**src/rtl/linescanner_readout_sequencer_if.sv**
```systemverilog
// Sensor-side pins and pixel capture path of the line-scan readout sequencer.
// The sequencer takes the master view; the sensor/ADC model and the capture
// logic take the slave view.
interface linescanner_readout_sequencer_if #(
  parameter int PIXELS_PER_LINE = 1024
);
  localparam int IDX_W = $clog2(PIXELS_PER_LINE);

  logic             enable;
  logic             end_adc;
  logic [7:0]       data;
  logic             sensor_n_reset;
  logic             load_pulse;
  logic             rst_cvc;
  logic             rst_cds;
  logic             sample;
  logic [7:0]       pixel_data;
  logic             pixel_captured;
  logic [IDX_W-1:0] pixel_index;
  logic             line_start;
  logic             line_end;
  logic             busy;
  logic             adc_timeout;

  modport master (
    input  enable, end_adc, data,
    output sensor_n_reset, load_pulse, rst_cvc, rst_cds, sample,
           pixel_data, pixel_captured, pixel_index, line_start, line_end,
           busy, adc_timeout
  );

  modport slave (
    output enable, end_adc, data,
    input  sensor_n_reset, load_pulse, rst_cvc, rst_cds, sample,
           pixel_data, pixel_captured, pixel_index, line_start, line_end,
           busy, adc_timeout
  );
endinterface

```
**src/rtl/linescanner_readout_sequencer.sv**
```systemverilog
// Line-scan sensor readout sequencer: sensor reset, line load pulse and the
// per-pixel rst_cvc -> rst_cds -> sample -> ADC wait cycle, capturing one ADC
// byte per pixel tagged with its index and line markers.
//
// state | meaning
// ------+---------------------------------------------------------------
// IDLE  | stopped, sensor held in reset, waiting for enable
// SRST  | sensor_n_reset low for SENSOR_RST_CYC cycles
// LOAD  | load_pulse high for LOAD_CYC cycles, pixel counter cleared
// CVC   | rst_cvc high for RST_CVC_CYC cycles
// CDS   | rst_cds high for RST_CDS_CYC cycles
// SMP   | sample high for SAMPLE_CYC cycles
// WADC  | waiting for end_adc, at most ADC_TIMEOUT cycles
// CAPT  | one-cycle pixel strobe, advance to next pixel or to GAP
// GAP   | LINE_GAP_CYC idle cycles, then next line (LOAD) or IDLE
module linescanner_readout_sequencer #(
  parameter int PIXELS_PER_LINE = 1024,
  parameter int SENSOR_RST_CYC  = 16,
  parameter int LOAD_CYC        = 4,
  parameter int RST_CVC_CYC     = 2,
  parameter int RST_CDS_CYC     = 2,
  parameter int SAMPLE_CYC      = 4,
  parameter int ADC_TIMEOUT     = 64,
  parameter int LINE_GAP_CYC    = 8
) (
  input logic                             main_clock_source,
  input logic                             n_reset,
  linescanner_readout_sequencer_if.master bus
);

  localparam int IDX_W = $clog2(PIXELS_PER_LINE);

  // One shared down-counter times every phase, sized for the longest one.
  localparam int MAX_A   = (SENSOR_RST_CYC > LOAD_CYC)    ? SENSOR_RST_CYC : LOAD_CYC;
  localparam int MAX_B   = (RST_CVC_CYC > RST_CDS_CYC)    ? RST_CVC_CYC    : RST_CDS_CYC;
  localparam int MAX_C   = (SAMPLE_CYC > ADC_TIMEOUT)     ? SAMPLE_CYC     : ADC_TIMEOUT;
  localparam int MAX_AB  = (MAX_A > MAX_B)                ? MAX_A          : MAX_B;
  localparam int MAX_ABC = (MAX_AB > MAX_C)               ? MAX_AB         : MAX_C;
  localparam int TMR_MAX = (MAX_ABC > LINE_GAP_CYC)       ? MAX_ABC        : LINE_GAP_CYC;
  localparam int TMR_W   = $clog2(TMR_MAX + 1);

  localparam logic [TMR_W-1:0] T_SRST = TMR_W'(SENSOR_RST_CYC - 1);
  localparam logic [TMR_W-1:0] T_LOAD = TMR_W'(LOAD_CYC - 1);
  localparam logic [TMR_W-1:0] T_CVC  = TMR_W'(RST_CVC_CYC - 1);
  localparam logic [TMR_W-1:0] T_CDS  = TMR_W'(RST_CDS_CYC - 1);
  localparam logic [TMR_W-1:0] T_SMP  = TMR_W'(SAMPLE_CYC - 1);
  localparam logic [TMR_W-1:0] T_WADC = TMR_W'(ADC_TIMEOUT - 1);
  localparam logic [TMR_W-1:0] T_GAP  = TMR_W'(LINE_GAP_CYC - 1);

  localparam logic [IDX_W-1:0] LAST_IDX = IDX_W'(PIXELS_PER_LINE - 1);

  localparam logic [3:0] S_IDLE = 4'd0;
  localparam logic [3:0] S_SRST = 4'd1;
  localparam logic [3:0] S_LOAD = 4'd2;
  localparam logic [3:0] S_CVC  = 4'd3;
  localparam logic [3:0] S_CDS  = 4'd4;
  localparam logic [3:0] S_SMP  = 4'd5;
  localparam logic [3:0] S_WADC = 4'd6;
  localparam logic [3:0] S_CAPT = 4'd7;
  localparam logic [3:0] S_GAP  = 4'd8;

  logic [3:0]       state;
  logic [TMR_W-1:0] tmr;
  logic [IDX_W-1:0] pix_cnt;
  logic [7:0]       pix_data_q;
  logic [IDX_W-1:0] pix_idx_q;
  logic             timeout_q;
  logic             enable_q;

  logic tmr_done;
  logic adc_done;
  logic adc_expired;

  assign tmr_done    = (tmr == '0);
  // end_adc only matters while waiting; anywhere else it is ignored.
  assign adc_done    = (state == S_WADC) && bus.end_adc;
  assign adc_expired = (state == S_WADC) && !bus.end_adc && tmr_done;

  // Phase sequencing: state, phase timer and pixel counter.
  always_ff @(posedge main_clock_source or negedge n_reset) begin
    if (!n_reset) begin
      state   <= S_IDLE;
      tmr     <= '0;
      pix_cnt <= '0;
    end else begin
      case (state)
        S_IDLE: begin
          if (bus.enable) begin
            state <= S_SRST;
            tmr   <= T_SRST;
          end
        end
        S_SRST: begin
          if (tmr_done) begin
            state   <= S_LOAD;
            tmr     <= T_LOAD;
            pix_cnt <= '0;
          end else begin
            tmr <= tmr - 1'b1;
          end
        end
        S_LOAD: begin
          if (tmr_done) begin
            state <= S_CVC;
            tmr   <= T_CVC;
          end else begin
            tmr <= tmr - 1'b1;
          end
        end
        S_CVC: begin
          if (tmr_done) begin
            state <= S_CDS;
            tmr   <= T_CDS;
          end else begin
            tmr <= tmr - 1'b1;
          end
        end
        S_CDS: begin
          if (tmr_done) begin
            state <= S_SMP;
            tmr   <= T_SMP;
          end else begin
            tmr <= tmr - 1'b1;
          end
        end
        S_SMP: begin
          if (tmr_done) begin
            state <= S_WADC;
            tmr   <= T_WADC;
          end else begin
            tmr <= tmr - 1'b1;
          end
        end
        S_WADC: begin
          if (adc_done || adc_expired) begin
            state <= S_CAPT;
          end else begin
            tmr <= tmr - 1'b1;
          end
        end
        S_CAPT: begin
          if (pix_cnt == LAST_IDX) begin
            state <= S_GAP;
            tmr   <= T_GAP;
          end else begin
            state   <= S_CVC;
            tmr     <= T_CVC;
            pix_cnt <= pix_cnt + 1'b1;
          end
        end
        S_GAP: begin
          if (tmr_done) begin
            // A line is never cut short; enable is only looked at here.
            if (bus.enable) begin
              state   <= S_LOAD;
              tmr     <= T_LOAD;
              pix_cnt <= '0;
            end else begin
              state <= S_IDLE;
            end
          end else begin
            tmr <= tmr - 1'b1;
          end
        end
        default: begin
          state <= S_IDLE;
          tmr   <= '0;
        end
      endcase
    end
  end

  // Pixel capture registers and the sticky timeout flag.
  always_ff @(posedge main_clock_source or negedge n_reset) begin
    if (!n_reset) begin
      pix_data_q <= '0;
      pix_idx_q  <= '0;
      timeout_q  <= 1'b0;
      enable_q   <= 1'b0;
    end else begin
      enable_q <= bus.enable;
      if (adc_done) begin
        pix_data_q <= bus.data;
        pix_idx_q  <= pix_cnt;
      end else if (adc_expired) begin
        pix_data_q <= '0;
        pix_idx_q  <= pix_cnt;
      end
      // A fresh timeout outranks a simultaneous enable rising edge.
      if (adc_expired) begin
        timeout_q <= 1'b1;
      end else if (bus.enable && !enable_q) begin
        timeout_q <= 1'b0;
      end
    end
  end

  assign bus.sensor_n_reset = (state != S_IDLE) && (state != S_SRST);
  assign bus.load_pulse     = (state == S_LOAD);
  assign bus.rst_cvc        = (state == S_CVC);
  assign bus.rst_cds        = (state == S_CDS);
  assign bus.sample         = (state == S_SMP);
  assign bus.pixel_captured = (state == S_CAPT);
  assign bus.pixel_data     = pix_data_q;
  assign bus.pixel_index    = pix_idx_q;
  assign bus.line_start     = (state == S_CAPT) && (pix_idx_q == '0);
  assign bus.line_end       = (state == S_CAPT) && (pix_idx_q == LAST_IDX);
  assign bus.busy           = (state != S_IDLE);
  assign bus.adc_timeout    = timeout_q;

endmodule
```
**src/flat_wrapper.sv**
```systemverilog
// flat-port wrapper written by rule: the top's interface ports become plain ports
module linescanner_readout_sequencer_flat 
#(
  parameter int PIXELS_PER_LINE = 1024,
  parameter int SENSOR_RST_CYC  = 16,
  parameter int LOAD_CYC        = 4,
  parameter int RST_CVC_CYC     = 2,
  parameter int RST_CDS_CYC     = 2,
  parameter int SAMPLE_CYC      = 4,
  parameter int ADC_TIMEOUT     = 64,
  parameter int LINE_GAP_CYC    = 8
)
  (main_clock_source, n_reset, bus_enable, bus_end_adc, bus_data, bus_sensor_n_reset, bus_load_pulse, bus_rst_cvc, bus_rst_cds, bus_sample, bus_pixel_data, bus_pixel_captured, bus_pixel_index, bus_line_start, bus_line_end, bus_busy, bus_adc_timeout);
  linescanner_readout_sequencer_if #(.PIXELS_PER_LINE(PIXELS_PER_LINE)) bus_i ();
  input logic main_clock_source;
  input logic n_reset;
  input wire logic [$bits(bus_i.enable)-1:0] bus_enable;
  input wire logic [$bits(bus_i.end_adc)-1:0] bus_end_adc;
  input wire logic [$bits(bus_i.data)-1:0] bus_data;
  output wire logic [$bits(bus_i.sensor_n_reset)-1:0] bus_sensor_n_reset;
  output wire logic [$bits(bus_i.load_pulse)-1:0] bus_load_pulse;
  output wire logic [$bits(bus_i.rst_cvc)-1:0] bus_rst_cvc;
  output wire logic [$bits(bus_i.rst_cds)-1:0] bus_rst_cds;
  output wire logic [$bits(bus_i.sample)-1:0] bus_sample;
  output wire logic [$bits(bus_i.pixel_data)-1:0] bus_pixel_data;
  output wire logic [$bits(bus_i.pixel_captured)-1:0] bus_pixel_captured;
  output wire logic [$bits(bus_i.pixel_index)-1:0] bus_pixel_index;
  output wire logic [$bits(bus_i.line_start)-1:0] bus_line_start;
  output wire logic [$bits(bus_i.line_end)-1:0] bus_line_end;
  output wire logic [$bits(bus_i.busy)-1:0] bus_busy;
  output wire logic [$bits(bus_i.adc_timeout)-1:0] bus_adc_timeout;
  assign bus_i.enable = bus_enable;
  assign bus_i.end_adc = bus_end_adc;
  assign bus_i.data = bus_data;
  assign bus_sensor_n_reset = bus_i.sensor_n_reset;
  assign bus_load_pulse = bus_i.load_pulse;
  assign bus_rst_cvc = bus_i.rst_cvc;
  assign bus_rst_cds = bus_i.rst_cds;
  assign bus_sample = bus_i.sample;
  assign bus_pixel_data = bus_i.pixel_data;
  assign bus_pixel_captured = bus_i.pixel_captured;
  assign bus_pixel_index = bus_i.pixel_index;
  assign bus_line_start = bus_i.line_start;
  assign bus_line_end = bus_i.line_end;
  assign bus_busy = bus_i.busy;
  assign bus_adc_timeout = bus_i.adc_timeout;
  linescanner_readout_sequencer #(.PIXELS_PER_LINE(PIXELS_PER_LINE), .SENSOR_RST_CYC(SENSOR_RST_CYC), .LOAD_CYC(LOAD_CYC), .RST_CVC_CYC(RST_CVC_CYC), .RST_CDS_CYC(RST_CDS_CYC), .SAMPLE_CYC(SAMPLE_CYC), .ADC_TIMEOUT(ADC_TIMEOUT), .LINE_GAP_CYC(LINE_GAP_CYC)) u_core (.main_clock_source(main_clock_source), .n_reset(n_reset), .bus(bus_i));
endmodule
```
**config.mk**
```make
export PLATFORM = sky130hd
export DESIGN_NAME = linescanner_readout_sequencer_flat
export DESIGN_NICKNAME = d
export VERILOG_FILES = /design/src/rtl/linescanner_readout_sequencer_if.sv /design/src/rtl/linescanner_readout_sequencer.sv /design/src/flat_wrapper.sv
export SDC_FILE = /design/constraint.sdc
export NUM_CORES = 1
export LEC_CHECK = 0
export BUFFER_PORTS_ARGS = -buffer_cell sky130_fd_sc_hd__buf_2
export CAP_MARGIN = 20
export CORE_UTILIZATION = 55
export DETAILED_ROUTE_END_ITERATION = 16
export HOLD_SLACK_MARGIN = 0.12
export PLACE_DENSITY = 0.83
export SYNTH_ARGS = -nofsm -noshare
export SYNTH_HDL_FRONTEND = slang
export SYNTH_SLANG_ARGS = --single-unit
```
**constraint.sdc**
```tcl
create_clock -name main_clock_source -period 2.9 [get_ports main_clock_source]
set_clock_uncertainty 0.2 [all_clocks]
set_input_delay 0 -clock main_clock_source [delete_from_list [all_inputs] [get_ports main_clock_source]]
set_output_delay 0 -clock main_clock_source [all_outputs]
set_load 0.005 [all_outputs]
```
==> results of run 1 <==
[per-layer routing]
| layer | GRT usage (%) | share of wire, % | vias to the layer above |
|---|---|---|---|
| met5 | 0 | 0 | - |
| met4 | 8.33 | 1.2 | 0 |
| met3 | 4.50 | 4.8 | 7 |
| met2 | 40.2 | 46 | 64 |
| met1 | 36.2 | 48 | 1049 |
| li1 | - | - | 1069 |
[final cells by class]
type,count,area [um^2]
Clock buffer,5,68.8
Clock inverter,2,35.0
Fill cell,342,1270
Inverter,9,33.8
Multi-Input combinational cell,193,1230
Sequential cell,41,1030
Tap cell,50,62.6
Timing Repair Buffer,58,368
[worst register-to-register path: cells and delay by family (launching register included)]
| kind | cells | cell delay (ps) |
|---|---|---|
| flops | 1 | 430 |
| simple gates | 2 | 620 |
| compound gates | 2 | 350 |
| fa+ha+maj | 1 | 140 |
| buf+inv | 3 | 890 |
[how the worst max path moves through the flow]
stage | start | to | slack [ps] | depth (start not counted)
floorplan | u_core.tmr[0] | u_core.bus.pixel_index[0] | 880 | 8
global placement | u_core.tmr[3] | u_core.tmr[0] | 630 | 6
detailed placement | u_core.tmr[0] | u_core.tmr[5] | 590 | 8
CTS | u_core.tmr[0] | u_core.bus.pixel_data[6] | 180 | 8
global route | u_core.tmr[0] | u_core.bus.pixel_data[6] | 40 | 8
finish | u_core.tmr[0] | u_core.bus.pixel_data[6] | 160 | 8
[power by group through the flow]
stage	registers, mW	logic, mW	clock network [mW]
4_1_cts	1.08	1.33	0.453
6_report	1.09	1.33	0.441
3_5_place_dp	1.09	1.30	0
2_1_floorplan	1.03	0.978	0
3_3_place_gp	1.08	1.28	0
5_1_grt	1.13	1.51	0.483
[registers in the layout, summed over array words and instances (netlist names)]
register / flops
u_core.bus.pixel_index: 10
u_core.pix_cnt: 10
u_core.bus.pixel_data: 8
u_core.tmr: 7
u_core.state: 4
u_core.bus.adc_timeout: 1
u_core.enable_q: 1
[cell usage in the layout, fill, tap and decap left out, drive strengths merged, types with 8 or more instances in the layout]
| cell type | n |
|---|---|
| dlygate4sd3 | 12 |
| a22o | 9 |
| a31oi | 8 |
| mux2 | 9 |
| buf | 46 |
| nand3 | 15 |
| dfrtp | 41 |
| o21ai | 30 |
| nor2 | 19 |
| inv | 9 |
| nand2 | 21 |
| nor3 | 8 |
| a21oi | 10 |
[logic make-up (layout without fill, tap and decap cells)]
family,Yosys count,count (layout),share of synthesized area [%]
xor gates and xnor gates,1,1,0.368
muxes,9,9,4.25
and+or+nand+nor,95,95,21.3
adders and majority gates,3,3,1.57
buffers and inverters,27,74,5.51
DFF,41,41,43.0
AOI/OAI and AO/OA,85,85,24.0
[timing repair]
item | 4_1_cts | 5_1_grt
resized for setup | 0 | 0
hold buffers | 12 | 0
hold endpoints to repair | 55 | 0
buffers inserted | 0 | 0
==> run_results.csv, run 1 <==
group,metric,value,unit
synthesis,netlist_instances,261,
timing,period_needed,2740,ps
routing,wire_per_inst,15.1,um
cts,clk_path_buf_depth,2,
placed_design,place_inst,339,
routing,via_per_inst,6.11,
worst_setup_path,worstPathRequired,2880,ps
worst_hold_path,hp-class,"in2async",
worst_setup_path,r2r_end,"u_core.bus.pixel_data[6]",
synthesis,seq_area_frac_synth,43.0,%
cts,clkTransAtPathRegs,80,ps
finish,layout-drive-gt1-share,19.8,%
cts,insertion_delay,290,ps
timing,finalSetupViolCount,0,
global_routing,grt_util_all_layers,25.8,%
timing,worst_slack,158,ps
cts,cts_sinks,41,
synthesis,synth-seq-cells,41,
routing,drt_pass1_iterations,4,
synthesis,synth_common_cells,"dfrtp_1, o21ai_1, nand2_1",
placed_design,place_ws,585,ps
power,p_switching,1.17,mW
power,p_leak,1.29,nW
worst_setup_path,r2r-start,"u_core.tmr[0]",
routing,drtIter0Drc,140,
synthesis,yosysTopAreaCell,"dfrtp_1",
timing,fin_crit_sh,94.6,%
worst_setup_path,path_cells,"inv_1, ha_1, nor2b_1, and2_1, o21ai_2, buf_4, a22o_1, dlygate4sd3_1",
cts,htree_levels,2,
finish,fin_util,69.0,%
power,p_clk_share,15.4,%
routing,routed_wl,5.42,mm
routing,via_count,2189,
routing,drc_errors,0,
die,ios,40,
placed_design,hpwl,3.70,mm
die,die-area,4600,um^2
worst_setup_path,worst_setup_path_start_kind,"flip-flop",
synthesis,syn_nets,276,
cts,cts_made_buffers,5,
run_status,outcome,"finished, final reports clean",
power,peakVddDrop,0.519,mV
die,core_area,4090,um^2
synthesis,synth_top_area_share,43.0,%
power,comb_power_share,46.6,%
synthesis,synth.cell_area,2380,um^2
power,power.total,2.86,mW
placed_design,place_congestion,0.872,
finish,areaGrowthSynthToFinish,18.3,%
finish,fin_area,2820,um^2
synthesis,ys_warn_count,0,
finish,post_layout_nonfiller_instances,358,
power,p_seq_share,38.0,%
run,cap_violations,0,
timing,slew_viol_final,0,
synthesis,synth_edf_count,0,
global_routing,grt_pass1_wl,8.83,mm
synthesis,synthFlopType,"dfrtp_1",
timing,fmax,365,MHz
worst_setup_path,crit_type,"reg2reg",
worst_setup_path,rrSetupSlack,160,ps
timing,relSlewSlack,40.2,%
worst_setup_path,critPathBufInv,3,
die,start_util,58.3,%
finish,diodes,0,
power,p_int,1.69,mW
global_routing,grt_start_max_net_pins,42,
global_routing,overflow,0,
finish,nNetsFinal,323,
die,die_y,67.8,um
power,power_density,1020,nW/um^2
die,rows,23,
placed_design,io_buffer_count,39,
synthesis,async_flop_share,100,%
synthesis,synthTopCellsByArea,"dfrtp_1, o21ai_1, mux2_1",
timing,hold_viol,0,
worst_setup_path,crit_family,"buffers and inverters",
worst_setup_path,cp_max_fo,19,
worst_setup_path,cpMaxStageDelayCell,"dlygate4sd3_1",
timing,tns,0,ps
worst_setup_path,end_kind,"flip-flop",
routing,ant_nets,0,
synthesis,yosysUniqueCellTypes,51,
worst_setup_path,crit_arrival,2720,ps
timing,rsz0062_at_grt,"no",
timing,worst_pin_slew,896,ps
global_routing,antenna_found_initial,0,
placed_design,dpl_cell_area,2600,um^2
cts,cts_tree,"built",
worst_setup_path,slowest_delay,550,ps
power,swShare,41.0,%
die,die_w,67.8,um
synthesis,synth_area_per_cell,9.13,um^2
worst_setup_path,r2r_cells,8,
cts,clk_root_buffer_cell,"clkbuf_8",
global_routing,grt_pass1_vias,1867,
timing,hold_ws,173,ps
synthesis,yosysMostFrequentCell,"dfrtp_1",
Note: power is estimated with default switching activity, not from simulation.
==> inputs of run 2 (changes only) <==
CORE_MARGIN = 3   (was not set)
==> run 2 against run 1 <==
  * Critical path depth unchanged
  * First-iteration DRC count increased by 11%
  * Clock power increased by 10%
  * Sequential share of layout area decreased by 0.76 points
  * Routed wire length increased by 2.2%
  * Largest power group unchanged
  * Die area increased by 12%
  * Flip-flop and latch count unchanged
  * Final area increased by 2.1%
  * Final cell count increased by 1.4%
  * Critical path type unchanged
==> run_results.csv, run 2 (synthesis gave the netlist of run 1 again) <==
group,metric,value,unit
placed_design,place_congestion,0.880,
die,start_util,58.3,%
cts,cts_made_buffers,5,
worst_setup_path,cp_max_fo,20,
timing,relSlewSlack,42.1,%
die,core_area,4090,um^2
die,die_w,71.8,um
timing,fmax,375,MHz
global_routing,antenna_found_initial,0,
routing,via_per_inst,6.04,
worst_setup_path,r2r_cells,8,
power,swShare,40.5,%
routing,drtIter0Drc,155,
global_routing,grt_start_max_net_pins,42,
cts,clk_root_buffer_cell,"clkbuf_8",
run,cap_violations,0,
power,peakVddDrop,0.599,mV
timing,fin_crit_sh,92.0,%
finish,layout-drive-gt1-share,19.8,%
placed_design,io_buffer_count,39,
finish,nNetsFinal,327,
power,power.total,2.97,mW
cts,insertion_delay,290,ps
global_routing,grt_util_all_layers,23.7,%
finish,fin_util,70.5,%
worst_setup_path,crit_type,"reg2reg",
worst_setup_path,worst_setup_path_start_kind,"flip-flop",
cts,clk_path_buf_depth,2,
cts,clkTransAtPathRegs,80,ps
timing,rsz0062_at_grt,"no",
cts,cts_setup_buffers,0,
routing,wire_per_inst,15.3,um
placed_design,hpwl,3.76,mm
worst_setup_path,worstPathRequired,2880,ps
worst_setup_path,rrSetupSlack,230,ps
power,comb_power_share,46.5,%
routing,drc_errors,0,
power,p_clk_share,16.4,%
finish,areaGrowthSynthToFinish,20.8,%
run_status,outcome,"finished, final reports clean",
power,p_switching,1.20,mW
global_routing,grt_pass1_wl,9.73,mm
cts,cts_tree,"built",
power,p_seq_share,37.1,%
die,rows,23,
cts,cts_sinks,41,
finish,mostFrequentLayoutCell,"dfrtp_1",
die,die-area,5160,um^2
finish,nFillCells,322,
timing,tns,0,ps
power,p_leak,1.31,nW
global_routing,grt_pass1_vias,2027,
worst_setup_path,r2r_end,"u_core.bus.pixel_data[1]",
worst_setup_path,critPathCapture,"u_core.bus.pixel_data[1]",
die,die_y,71.8,um
timing,finalSetupViolCount,0,
global_routing,overflow,0,
timing,hold_viol,0,
routing,via_count,2193,
cts,htree_levels,2,
worst_setup_path,r2r-start,"u_core.tmr[0]",
power,power_density,1030,nW/um^2
worst_setup_path,crit_arrival,2650,ps
timing,period_needed,2670,ps
routing,ant_nets,0,
worst_setup_path,end_kind,"flip-flop",
power,p_int,1.77,mW
worst_setup_path,crit_start,"u_core.tmr[0]",
finish,diodes,0,
timing,worst_pin_slew,869,ps
routing,routed_wl,5.54,mm
worst_hold_path,hp-class,"in2async",
finish,layout_common_cells,"dfrtp_1, buf_2, o21ai_1, nand2_1, nor2_1",
routing,drt_pass1_iterations,4,
timing,slew_viol_final,0,
die,ios,40,
run 2: worst min path at each step:
stage	cells past startpoint	from	to	slack, ps
final	2	n_reset	u_core.pix_cnt[3]	160
after CTS	2	n_reset	u_core.pix_cnt[3]	180
after global placement	1	n_reset	u_core.bus.pixel_index[5]	-30
after global routing	2	n_reset	u_core.pix_cnt[3]	250
after detailed placement	1	n_reset	u_core.bus.pixel_index[0]	-30
after floorplan	0	n_reset	u_core.bus.adc_timeout	-500
run 2: worst max-delay path: stages, from the launching register on:
cell and delay (ps):
dfrtp_1 420, inv_1 110, ha_1 160, nor2b_1 240
and2_2 320, o21ai_2 80, buf_4 210, a22o_1 240
dlygate4sd3_1 560
run 2: what timing repair did:
item,4_1_cts,5_1_grt
resized for setup,0,1
endpoints found under the setup margin,0,5
hold buffers,17,0
endpoints found under the hold margin,55,0
run 2: through the flow:
step / cell area (um^2) / hold WS [ps] / instances / setup WS (ps)
after CTS: 2880 / 181 / 363 / 171
after global placement: 2590 / -30.2 / 338 / 592
after detailed placement: 2590 / -30.2 / 338 / 508
after floorplan: 2380 / -496 / 261 / 883
after global routing: 2880 / 252 / 363 / 90.9
final: 2880 / 156 / 363 / 231
run 2: power groups by stage:
stage,Combinational (mW),Sequential (mW),Clock [mW]
after floorplan,0.978,1.03,0
after global placement,1.27,1.09,0
after detailed placement,1.30,1.11,0
after CTS,1.38,1.10,0.494
after global routing,1.56,1.15,0.517
final,1.38,1.10,0.486
run 2: layout make-up:
class	count	area, um^2	area share, %
repair buffers	62	410	14.2
clock buffers	6	82.6	2.87
well taps	50	62.6	2.17
multi-input cells	193	1230	42.6
clock inverters	2	37.5	1.30
inverters	9	33.8	1.17
flip-flops and latches	41	1030	35.6
run 2: layer usage:
| metal | global-route usage (%) | routed length, um |
|---|---|---|
| met1 | 33.3 | 2690 |
| met2 | 37.1 | 2480 |
| met3 | 4.35 | 295 |
| met4 | 7.93 | 84 |
| met5 | 0 | 0 |
